**config.mk**
```make
export PLATFORM = sky130hd
export DESIGN_NAME = result_unloader
export DESIGN_NICKNAME = d
export VERILOG_FILES = /design/src/rtl/result_unloader_pkg.sv /design/src/rtl/result_mem.sv /design/src/rtl/result_unloader.sv
export SDC_FILE = /design/constraint.sdc
export NUM_CORES = 1
export LEC_CHECK = 0
export CORE_MARGIN = 1.5
export CORE_UTILIZATION = 35
export DETAILED_ROUTE_END_ITERATION = 6
export HOLD_SLACK_MARGIN = 0.15
export PLACE_DENSITY_LB_ADDON = 0.2
export REMOVE_ABC_BUFFERS = 1
export SETUP_SLACK_MARGIN = 0.1
export SLEW_MARGIN = 0
export SYNTH_ARGS = -nofsm -noshare
export SYNTH_HDL_FRONTEND = slang
export SYNTH_SLANG_ARGS = --single-unit
```
**constraint.sdc**
```tcl
create_clock -name clk -period 3.2 [get_ports clk]
set_input_delay 0.48 -clock clk [delete_from_list [all_inputs] [get_ports clk]]
set_output_delay 0.48 -clock clk [all_outputs]
set_load 0.01 [all_outputs]
```
**src/rtl/result_unloader_pkg.sv**
```systemverilog
// Shared constants and FSM state encoding for the result unloader (and its
// loader counterpart). Widths here are the defaults used by the top level.
package result_unloader_pkg;

    localparam int DEF_DATA_W = 8;
    localparam int DEF_LANES  = 4;
    localparam int DEF_ROWS   = 4;
    localparam int DEF_TOTAL  = DEF_LANES * DEF_ROWS;
    localparam int DEF_ADDR_W = $clog2(DEF_TOTAL);

    typedef enum logic [2:0] {
        ST_IDLE     = 3'd0,
        ST_DRAIN    = 3'd1,
        ST_PREFETCH = 3'd2,
        ST_STREAM   = 3'd3,
        ST_DONE     = 3'd4
    } state_t;

endpackage

```
**src/rtl/result_mem.sv**
```systemverilog
// Result storage: TOTAL x DATA_W register array with one synchronous write
// port and one registered read port whose register clears on reset.
module result_mem #(
    parameter int DEPTH  = 16,
    parameter int DATA_W = 8,
    parameter int ADDR_W = 4
) (
    input  logic              clk,
    input  logic              rst_n,
    input  logic              we_i,
    input  logic [ADDR_W-1:0] waddr_i,
    input  logic [DATA_W-1:0] wdata_i,
    input  logic              re_i,
    input  logic [ADDR_W-1:0] raddr_i,
    output logic [DATA_W-1:0] rdata_o
);

    logic [DATA_W-1:0] mem_q [DEPTH];
    logic [DATA_W-1:0] rdata_q;

    // Array contents survive reset; only the write port updates them.
    always_ff @(posedge clk) begin
        if (we_i) begin
            mem_q[waddr_i] <= wdata_i;
        end
    end

    // Read register doubles as the streamed output data register.
    always_ff @(posedge clk) begin
        if (!rst_n) begin
            rdata_q <= '0;
        end else if (re_i) begin
            rdata_q <= mem_q[raddr_i];
        end
    end

    assign rdata_o = rdata_q;

endmodule

```
**src/rtl/result_unloader.sv**
```systemverilog
// Drains the lane result FIFOs into local memory in row-major order, then
// streams the stored elements out one per accepted valid/ready beat.
module result_unloader
    import result_unloader_pkg::*;
#(
    parameter int DATA_W = DEF_DATA_W,
    parameter int LANES  = DEF_LANES,
    parameter int ROWS   = DEF_ROWS,
    parameter int ADDR_W = $clog2(LANES * ROWS)
) (
    input  logic                    clk,
    input  logic                    rst_n,
    input  logic                    start,
    input  logic [LANES*DATA_W-1:0] lane_rdata,
    input  logic [LANES-1:0]        lane_rempty,
    output logic [LANES-1:0]        lane_rinc,
    output logic [DATA_W-1:0]       port_O,
    output logic                    out_valid,
    input  logic                    out_ready,
    output logic                    busy,
    output logic                    done,
    output logic [ADDR_W:0]         drain_count
);

    localparam int TOTAL  = LANES * ROWS;
    localparam int LANE_W = (LANES > 1) ? $clog2(LANES) : 1;

    state_t            state_q, state_d;
    logic [ADDR_W-1:0] wr_ptr_q, wr_ptr_d;
    logic [ADDR_W-1:0] rd_ptr_q, rd_ptr_d;
    logic [ADDR_W:0]   cnt_q, cnt_d;
    logic              out_valid_q, out_valid_d;

    logic [LANE_W-1:0] cur_lane_s;
    logic [DATA_W-1:0] cur_data_s;
    logic              pop_s;
    logic              mem_we_s;
    logic              mem_re_s;
    logic [ADDR_W-1:0] mem_raddr_s;

    // Current lane and its pop strobe; rempty is used unregistered so a lane
    // that fills in the cycle it becomes current is popped immediately.
    always_comb begin
        cur_lane_s = LANE_W'(wr_ptr_q % ADDR_W'(LANES));
        cur_data_s = lane_rdata[cur_lane_s*DATA_W +: DATA_W];
        pop_s      = (state_q == ST_DRAIN) && !lane_rempty[cur_lane_s];
        lane_rinc  = '0;
        for (int l = 0; l < LANES; l++) begin
            if (cur_lane_s == LANE_W'(l)) begin
                lane_rinc[l] = pop_s;
            end else begin
                lane_rinc[l] = 1'b0;
            end
        end
    end

    // State and pointer registers.
    always_ff @(posedge clk) begin
        if (!rst_n) begin
            state_q     <= ST_IDLE;
            wr_ptr_q    <= '0;
            rd_ptr_q    <= '0;
            cnt_q       <= '0;
            out_valid_q <= 1'b0;
        end else begin
            state_q     <= state_d;
            wr_ptr_q    <= wr_ptr_d;
            rd_ptr_q    <= rd_ptr_d;
            cnt_q       <= cnt_d;
            out_valid_q <= out_valid_d;
        end
    end

    // Next-state, pointer and memory-port control.
    always_comb begin
        state_d     = state_q;
        wr_ptr_d    = wr_ptr_q;
        rd_ptr_d    = rd_ptr_q;
        cnt_d       = cnt_q;
        out_valid_d = out_valid_q;
        mem_we_s    = 1'b0;
        mem_re_s    = 1'b0;
        mem_raddr_s = rd_ptr_q;

        case (state_q)
            ST_IDLE: begin
                if (start) begin
                    state_d  = ST_DRAIN;
                    wr_ptr_d = '0;
                    cnt_d    = '0;
                end else begin
                    state_d = ST_IDLE;
                end
            end
            ST_DRAIN: begin
                if (pop_s) begin
                    mem_we_s = 1'b1;
                    wr_ptr_d = wr_ptr_q + ADDR_W'(1);
                    cnt_d    = cnt_q + (ADDR_W+1)'(1);
                    if (wr_ptr_q == ADDR_W'(TOTAL - 1)) begin
                        state_d = ST_PREFETCH;
                    end else begin
                        state_d = ST_DRAIN;
                    end
                end else begin
                    state_d = ST_DRAIN;
                end
            end
            ST_PREFETCH: begin
                mem_re_s    = 1'b1;
                mem_raddr_s = '0;
                rd_ptr_d    = '0;
                out_valid_d = 1'b1;
                state_d     = ST_STREAM;
            end
            ST_STREAM: begin
                if (out_valid_q && out_ready) begin
                    if (rd_ptr_q == ADDR_W'(TOTAL - 1)) begin
                        out_valid_d = 1'b0;
                        state_d     = ST_DONE;
                    end else begin
                        // Fetch the next element now so beats run back to back.
                        mem_re_s    = 1'b1;
                        mem_raddr_s = rd_ptr_q + ADDR_W'(1);
                        rd_ptr_d    = rd_ptr_q + ADDR_W'(1);
                        state_d     = ST_STREAM;
                    end
                end else begin
                    state_d = ST_STREAM;
                end
            end
            ST_DONE: begin
                state_d = ST_IDLE;
            end
            default: begin
                state_d     = ST_IDLE;
                out_valid_d = 1'b0;
            end
        endcase
    end

    result_mem #(
        .DEPTH  (TOTAL),
        .DATA_W (DATA_W),
        .ADDR_W (ADDR_W)
    ) u_mem (
        .clk     (clk),
        .rst_n   (rst_n),
        .we_i    (mem_we_s),
        .waddr_i (wr_ptr_q),
        .wdata_i (cur_data_s),
        .re_i    (mem_re_s),
        .raddr_i (mem_raddr_s),
        .rdata_o (port_O)
    );

    assign out_valid   = out_valid_q;
    assign busy        = (state_q != ST_IDLE);
    assign done        = (state_q == ST_DONE);
    assign drain_count = cnt_q;

endmodule
```
## Word-level counts from Yosys, hierarchy flattened

Memory sizes are Yosys's and may differ from the RTL's. A register that Yosys moved wholly into a read port is not among the register bits.
Index checks and enable logic that the tools add are counted.
W data, S select, Z words.

- $add $sub $neg: 3
- $lt $le $gt $ge: 1
- Eq/ne operators: 13
- Shift-type cells: 1
- Mux-type cells: 31
- Bitwise logic cells: 1
- Reduce and logical (&&, ||, !) cells: 11

Operators with widths:

| kind | number |
|---|---|
| $shiftx A32 B6 Y8 | 1 |
| $mux W4 | 4 |
| $pmux W4 S2 | 2 |
| $mux W1 | 14 |
| $pmux W3 S4 | 1 |
| $mux W5 | 2 |
| $pmux W5 S2 | 1 |
| $mux W3 | 3 |
| $add A4 B1 Y4 const B | 2 |
| $eq A4 B4 Y1 const B | 2 |
| $ne A2 B2 Y1 const B | 4 |
| $eq A3 B2 Y1 const B | 2 |
| $reduce_and A3 Y1 | 2 |
| $add A5 B1 Y5 const B | 1 |
| $eq A2 B2 Y1 const B | 2 |
| $eq A3 B1 Y1 const B | 1 |
| $eq A3 B3 Y1 const B | 1 |
| $logic_not A3 Y1 | 1 |
| $lt A2 B3 Y1 const B | 1 |
| $pmux W1 S3 | 1 |
| $reduce_bool A3 Y1 | 1 |
| $reduce_or A3 Y1 | 1 |
| $bmux W1 S2 | 1 |
| $eq A2 B1 Y1 const B | 1 |
| 7 further kinds | 9 |

- Register bits after elaboration: 17
- RAM bits: 128
- Input bits: 40
- Output and inout bits: 20
- Word-level logic and storage cells: 67
- Memories: 1

Memory list:

| name | depth | width | rd ports | clocked after memory_dff | write ports | RTL line | RTL |
|---|---|---|---|---|---|---|---|
| u_mem.mem_q | 16 | 8 | 1 | 1 | 1 | result_mem.sv:18 | `logic [DATA_W-1:0] mem_q [DEPTH];` |

## Depth between registers and ports, before layout

- Depth in word-level cells: 8
- Gate-level depth with buffers: 11
- Mapped depth without buffers: 7

## Hierarchy

Synthesis repeated with hierarchy kept, for this count alone.

- Cell total of the unflattened synthesis: 451
- Area total of the unflattened synthesis: 6593.8 um^2

Modules (own cells, without submodules):

| module | instances | cells each | area an instance (um^2) | seq. area each (um^2) |
|---|---|---|---|---|
| result_mem | 1 | 318 | 5351.4 | 4003.8 |
| result_unloader | 1 | 133 | 1242.4 | 340.3 |

## Least setup slack after synthesis

OpenSTA, ideal clock, no wires.

- Kind: input to register
- From: input port lane_rempty[3]
- To: memory u_mem.mem_q[1][0], enable pin
- Library setup time: 0.383 ns
- Arrival time: 2.337 ns
- Setup slack: 0.479 ns
- Cell stages on the path: 5
- Path buffers: 1
- Path through: mux4_2 nor4b_1 clkbuf_1 nand2_1 nor3_1

- Cells in the longest elaborated chain, start to end: 8

RTL lines:

| item | RTL line | RTL |
|---|---|---|
| start, declared | result_unloader.sv:15 | `input logic [LANES-1:0] lane_rempty,` |
| $bmux W1 S2 | result_unloader.sv:46 | `pop_s = (state_q == ST_DRAIN) && !lane_rempty[cur_lane_s];` |
| $mux W1 (not written as such) | result_unloader.sv:46 |  |
| $logic_not A1 Y1 | result_unloader.sv:46 |  |
| $logic_and A1 B1 Y1 | result_unloader.sv:46 |  |
| $mux W1 | result_unloader.sv:96 | `if (pop_s) begin` |
| $mux W1 | result_unloader.sv:85 | `case (state_q)` |
| $mux W1 | result_mem.sv:23 | `if (we_i) begin` |
| $mux W1 (not written as such) | result_mem.sv:24 | `mem_q[waddr_i] <= wdata_i;` |
| end, declared | result_mem.sv:18 |  |

Every way passes these cells. The select of a mux whose other input is x is not followed.

## Worst setup path after layout

- From: input port lane_rempty[3]
- To: output port lane_rinc[1]

- Cells in the longest elaborated chain, start to end: 5

RTL lines:

| item | RTL line | RTL |
|---|---|---|
| $bmux W1 S2 | result_unloader.sv:46 |  |
| $mux W1 (not written as such) | result_unloader.sv:46 |  |
| $logic_not A1 Y1 | result_unloader.sv:46 |  |
| $logic_and A1 B1 Y1 | result_unloader.sv:46 |  |
| $mux W1 | result_unloader.sv:49 | `if (cur_lane_s == LANE_W'(l)) begin` |
| end, declared | result_unloader.sv:16 | `output logic [LANES-1:0] lane_rinc,` |

Every way passes these cells. The select of a mux whose other input is x is not followed.

==> run_results.csv <==
group,metric,value,unit
setup_path,critical-path-slowest-cell,"sky130_fd_sc_hd__clkdlybuf4s50_1",
setup_path,critPathMostFrequentCell,"sky130_fd_sc_hd__clkdlybuf4s50_1",
setup_path,crit_start,"lane_rempty[3]",
placement,post-place-cells,848,
timing,timing.hold.ws,0.5237,ns
detailed_routing,firstDrtPassIters,5,
power,static-leakage-power,0.002893,uW
setup_path,critical_path_class,"in -> out",
detailed_routing,detail_route.wirelength,17730,um
global_route,grt_antenna_before_repair,0,
clock_tree,cts-buffers-inserted,17,
layout,instances_no_fill,882,
timing,count_of_endpoints_failing_hold_in_the_final_timing_report,0,
yosys,syn_area,0.006895,mm2
setup_path,critPathMaxStageDelay,0.54,ns
clock_tree,htree_levels,4,
setup_path,cp.arrival,2.49,ns
yosys,ys_seq_elements,153,
detailed_routing,ant_nets,0,
placement,port_buffers,59,
clock_tree,cts_max_path_buffers,2,
yosys,synth_async_sr_flop_share,0,
global_route,grt_pass1_wl,27610,um
detailed_routing,via_count,4715,
clock_tree,cts-hold-fix-buffers,0,
yosys,synth.avg_cell_area,13.79,um2
layout,final_common_cell,"sky130_fd_sc_hd__edfxtp_1",
detailed_routing,drt_drc_violations_left,0,
layout,drive_gt1_frac,0.2253,
run_status,status,"finished, final reports clean",
timing,achievable-frequency,336.8,MHz
setup_path,cp_max_fo,7,
setup_path,crit-reg2reg-capture,"u_mem.rdata_o[5]",
layout,antenna_cells_inserted,0,
die,design.die.area,0.02055,mm2
clock_tree,clock_sink_count,153,
timing,final_min_period_over_clock_period,0.9279,
global_route,global_route.overflow_total,0,
yosys,synth.distinct_cells,52,
yosys,yosys_most_used_dff,"sky130_fd_sc_hd__edfxtp_1",
clock_tree,tritoncts,"done",
detailed_routing,vias_per_cell,5.346,
timing,period_minus_slack,2.969,ns
setup_path,timing.critical_path.to,"lane_rinc[1]",
die,placeableCoreArea,0.01940,mm2
setup_path,worstRegToRegCells,10,
global_route,grt_max_degree,33,
timing,setup-tns-final,0,ns
placement,finalWeightedCongestion,0.8513,
die,io-pin-count,60,
setup_path,worst_setup_path_end_kind,"primary output",
setup_path,worstPathCellList,"clkdlybuf4s50_1 -> mux4_2 -> nor4b_2 -> buf_4 -> nand2_1 -> inv_1 -> clkdlybuf4s50_1",
die,core.rowCount,51,
die,initial_utilization,0.3555,
yosys,syn_inst,500,
timing,worstMarginPinSlew,0.6803,ns
setup_path,required,2.72,ns
yosys,synth_sequential_area_ratio,0.6300,
yosys,synth_area_leaders,"sky130_fd_sc_hd__edfxtp_1 56%, sky130_fd_sc_hd__dfxtp_1 7.3%, sky130_fd_sc_hd__nand3_1 3.7%",
timing,clock_skew,0.01290,ns
layout,design.final.nets,650,
layout,area_taken_by_multi_input_logic_gates,0.002307,mm2
timing,drv_slew,0,
setup_path,worst_setup_path_start_kind,"input port",
setup_path,regToRegSetupSlack,0.25,ns
layout,layout.cells.most_common_list,"128 x sky130_fd_sc_hd__edfxtp_1, 59 x sky130_fd_sc_hd__clkdlybuf4s50_1, 57 x sky130_fd_sc_hd__buf_4",
timing,setup_repair_after_global_routing_missed_its_margin,"false",
setup_path,regToRegStartpoint,"rd_ptr_q[1]",
yosys,synth_edf_count,128,
layout,n_fill_cell,1770,
clock_tree,worstSkewPairLatency,0.43,ns
job,cap_viol_max_count,0,
yosys,synth_area_leader_cell,"sky130_fd_sc_hd__edfxtp_1",
yosys,yosysTopAreaCellShare,0.5574,
detailed_routing,drt_iter0_drc,387,
clock_tree,clk_root_buffer_cell,"sky130_fd_sc_hd__clkbuf_16",
die,die_height,143.4,um
detailed_routing,detail_route.wl_per_cell,20.10,um
timing,finalSetupViolCount,0,
power,total_power,4350,uW
layout,seq_area,0.004344,mm2
worst_hold_path,hold_path_class,"reg -> reg",
power,worst_ir_drop_vdd,0.0003634,V
power,power.density,496.2,mW/mm2
global_route,grt_util_all_layers,0.1823,
die,die_w,143.4,um
placement,detailed_place_hpwl,11930,um
clock_tree,worst_setup_hold_path_clk_slew,0.07,ns
yosys,synth.yosys.warnings,0,
layout,areaGrowthSynthToFinish,27.13,%
global_route,grt_pass1_vias,4776,
timing,timing.slew.headroom,0.5348,
sequential cells by signal (all words and copies together), names as in the netlist:
signal,count
drain_count,5
u_mem.rdata_o,8
wr_ptr_q,4
out_valid,1
u_mem.mem_q,128
state_q,3
rd_ptr_q,4
cells in the mapped netlist (all sizes together) (4+ instances only):
cell type  number
a2111oi        32
a21oi           7
a31oi           9
and2            5
and3            4
buf            20
clkbuf         18
dfxtp          25
edfxtp        128
ha              6
inv             9
mux2           16
mux2i          17
mux4            9
nand2          15
nand2b          5
nand3          51
nand4           4
nor2           21
nor3            8
nor3b           4
o211ai         10
o21ai          44
o221a           8
xor2            5
power breakdown:
part           internal (uW)  total (uW)  switching (uW)
clock                   1050        1990             933
combinational           85.5         181            95.5
sequential              2180        2180            6.26
area by class of cell:
cell class	instances	area share
clock buffer	17	0.04853
inverter	9	0.003854
clock inverter	15	0.01884
timing repair buffer	123	0.1322
tap	265	0.03782
multi-input combinational	300	0.2632
sequential	153	0.4956
metrics by stage:
step / instance area, um2 / setup slack [ns] / util
2_1_floorplan: 6648 / -0.5418 / -
3_5_place_dp: 8138 / -0.2966 / 0.4195
3_3_place_gp: 8138 / -0.2853 / 0.4195
5_1_grt: 8766 / 0.1088 / 0.4519
6_report: 8766 / 0.2308 / 0.4519
4_1_cts: 8732 / 0.09536 / 0.4501
cell families after synthesis:
logic type / synth area share
xor gates and xnor gates: 0.008891
AOI/OAI and AO/OA: 0.1252
and+or+nand+nor: 0.1040
adders and majority gates: 0.01089
buffers and inverters: 0.04083
DFF: 0.6300
muxes: 0.08020
how the worst min path moves through the flow:
stage	start	slack [ns]	cells after the start	end
2_1_floorplan	drain_count[4]	0.54	2	drain_count[4]
3_3_place_gp	drain_count[4]	0.50	2	drain_count[4]
3_5_place_dp	drain_count[4]	0.51	2	drain_count[4]
4_1_cts	drain_count[4]	0.53	2	drain_count[4]
5_1_grt	drain_count[4]	0.56	2	drain_count[4]
6_report	drain_count[4]	0.52	2	drain_count[4]
layer usage:
metal / up-vias / share of wire / wire, um / GRT usage
li1: 2195 / - / - / -
met1: 2345 / 0.43 / 7551 / 0.2215
met2: 144 / 0.51 / 9027 / 0.3153
met3: 31 / 0.042 / 749 / 0.03699
met4: 0 / 0.023 / 401 / 0.07626
met5: - / 0 / 0 / 0
worst max-delay path, delay by kind of cell:
| family | cells | cell delay [ns] |
|---|---|---|
| buffers and inverters | 4 | 1.19 |
| multiplexers | 1 | 0.48 |
| AND/OR/NAND/NOR | 2 | 0.34 |
repair_timing:
item | in CTS | in global routing
pin swaps | 0 | 0
setup buffers | 0 | 2
gates resized for setup | 3 | 5
endpoints found under the hold margin | 0 | 0
endpoints found under the setup margin | 3 | 7
Note: power is estimated with default switching activity, not from simulation.
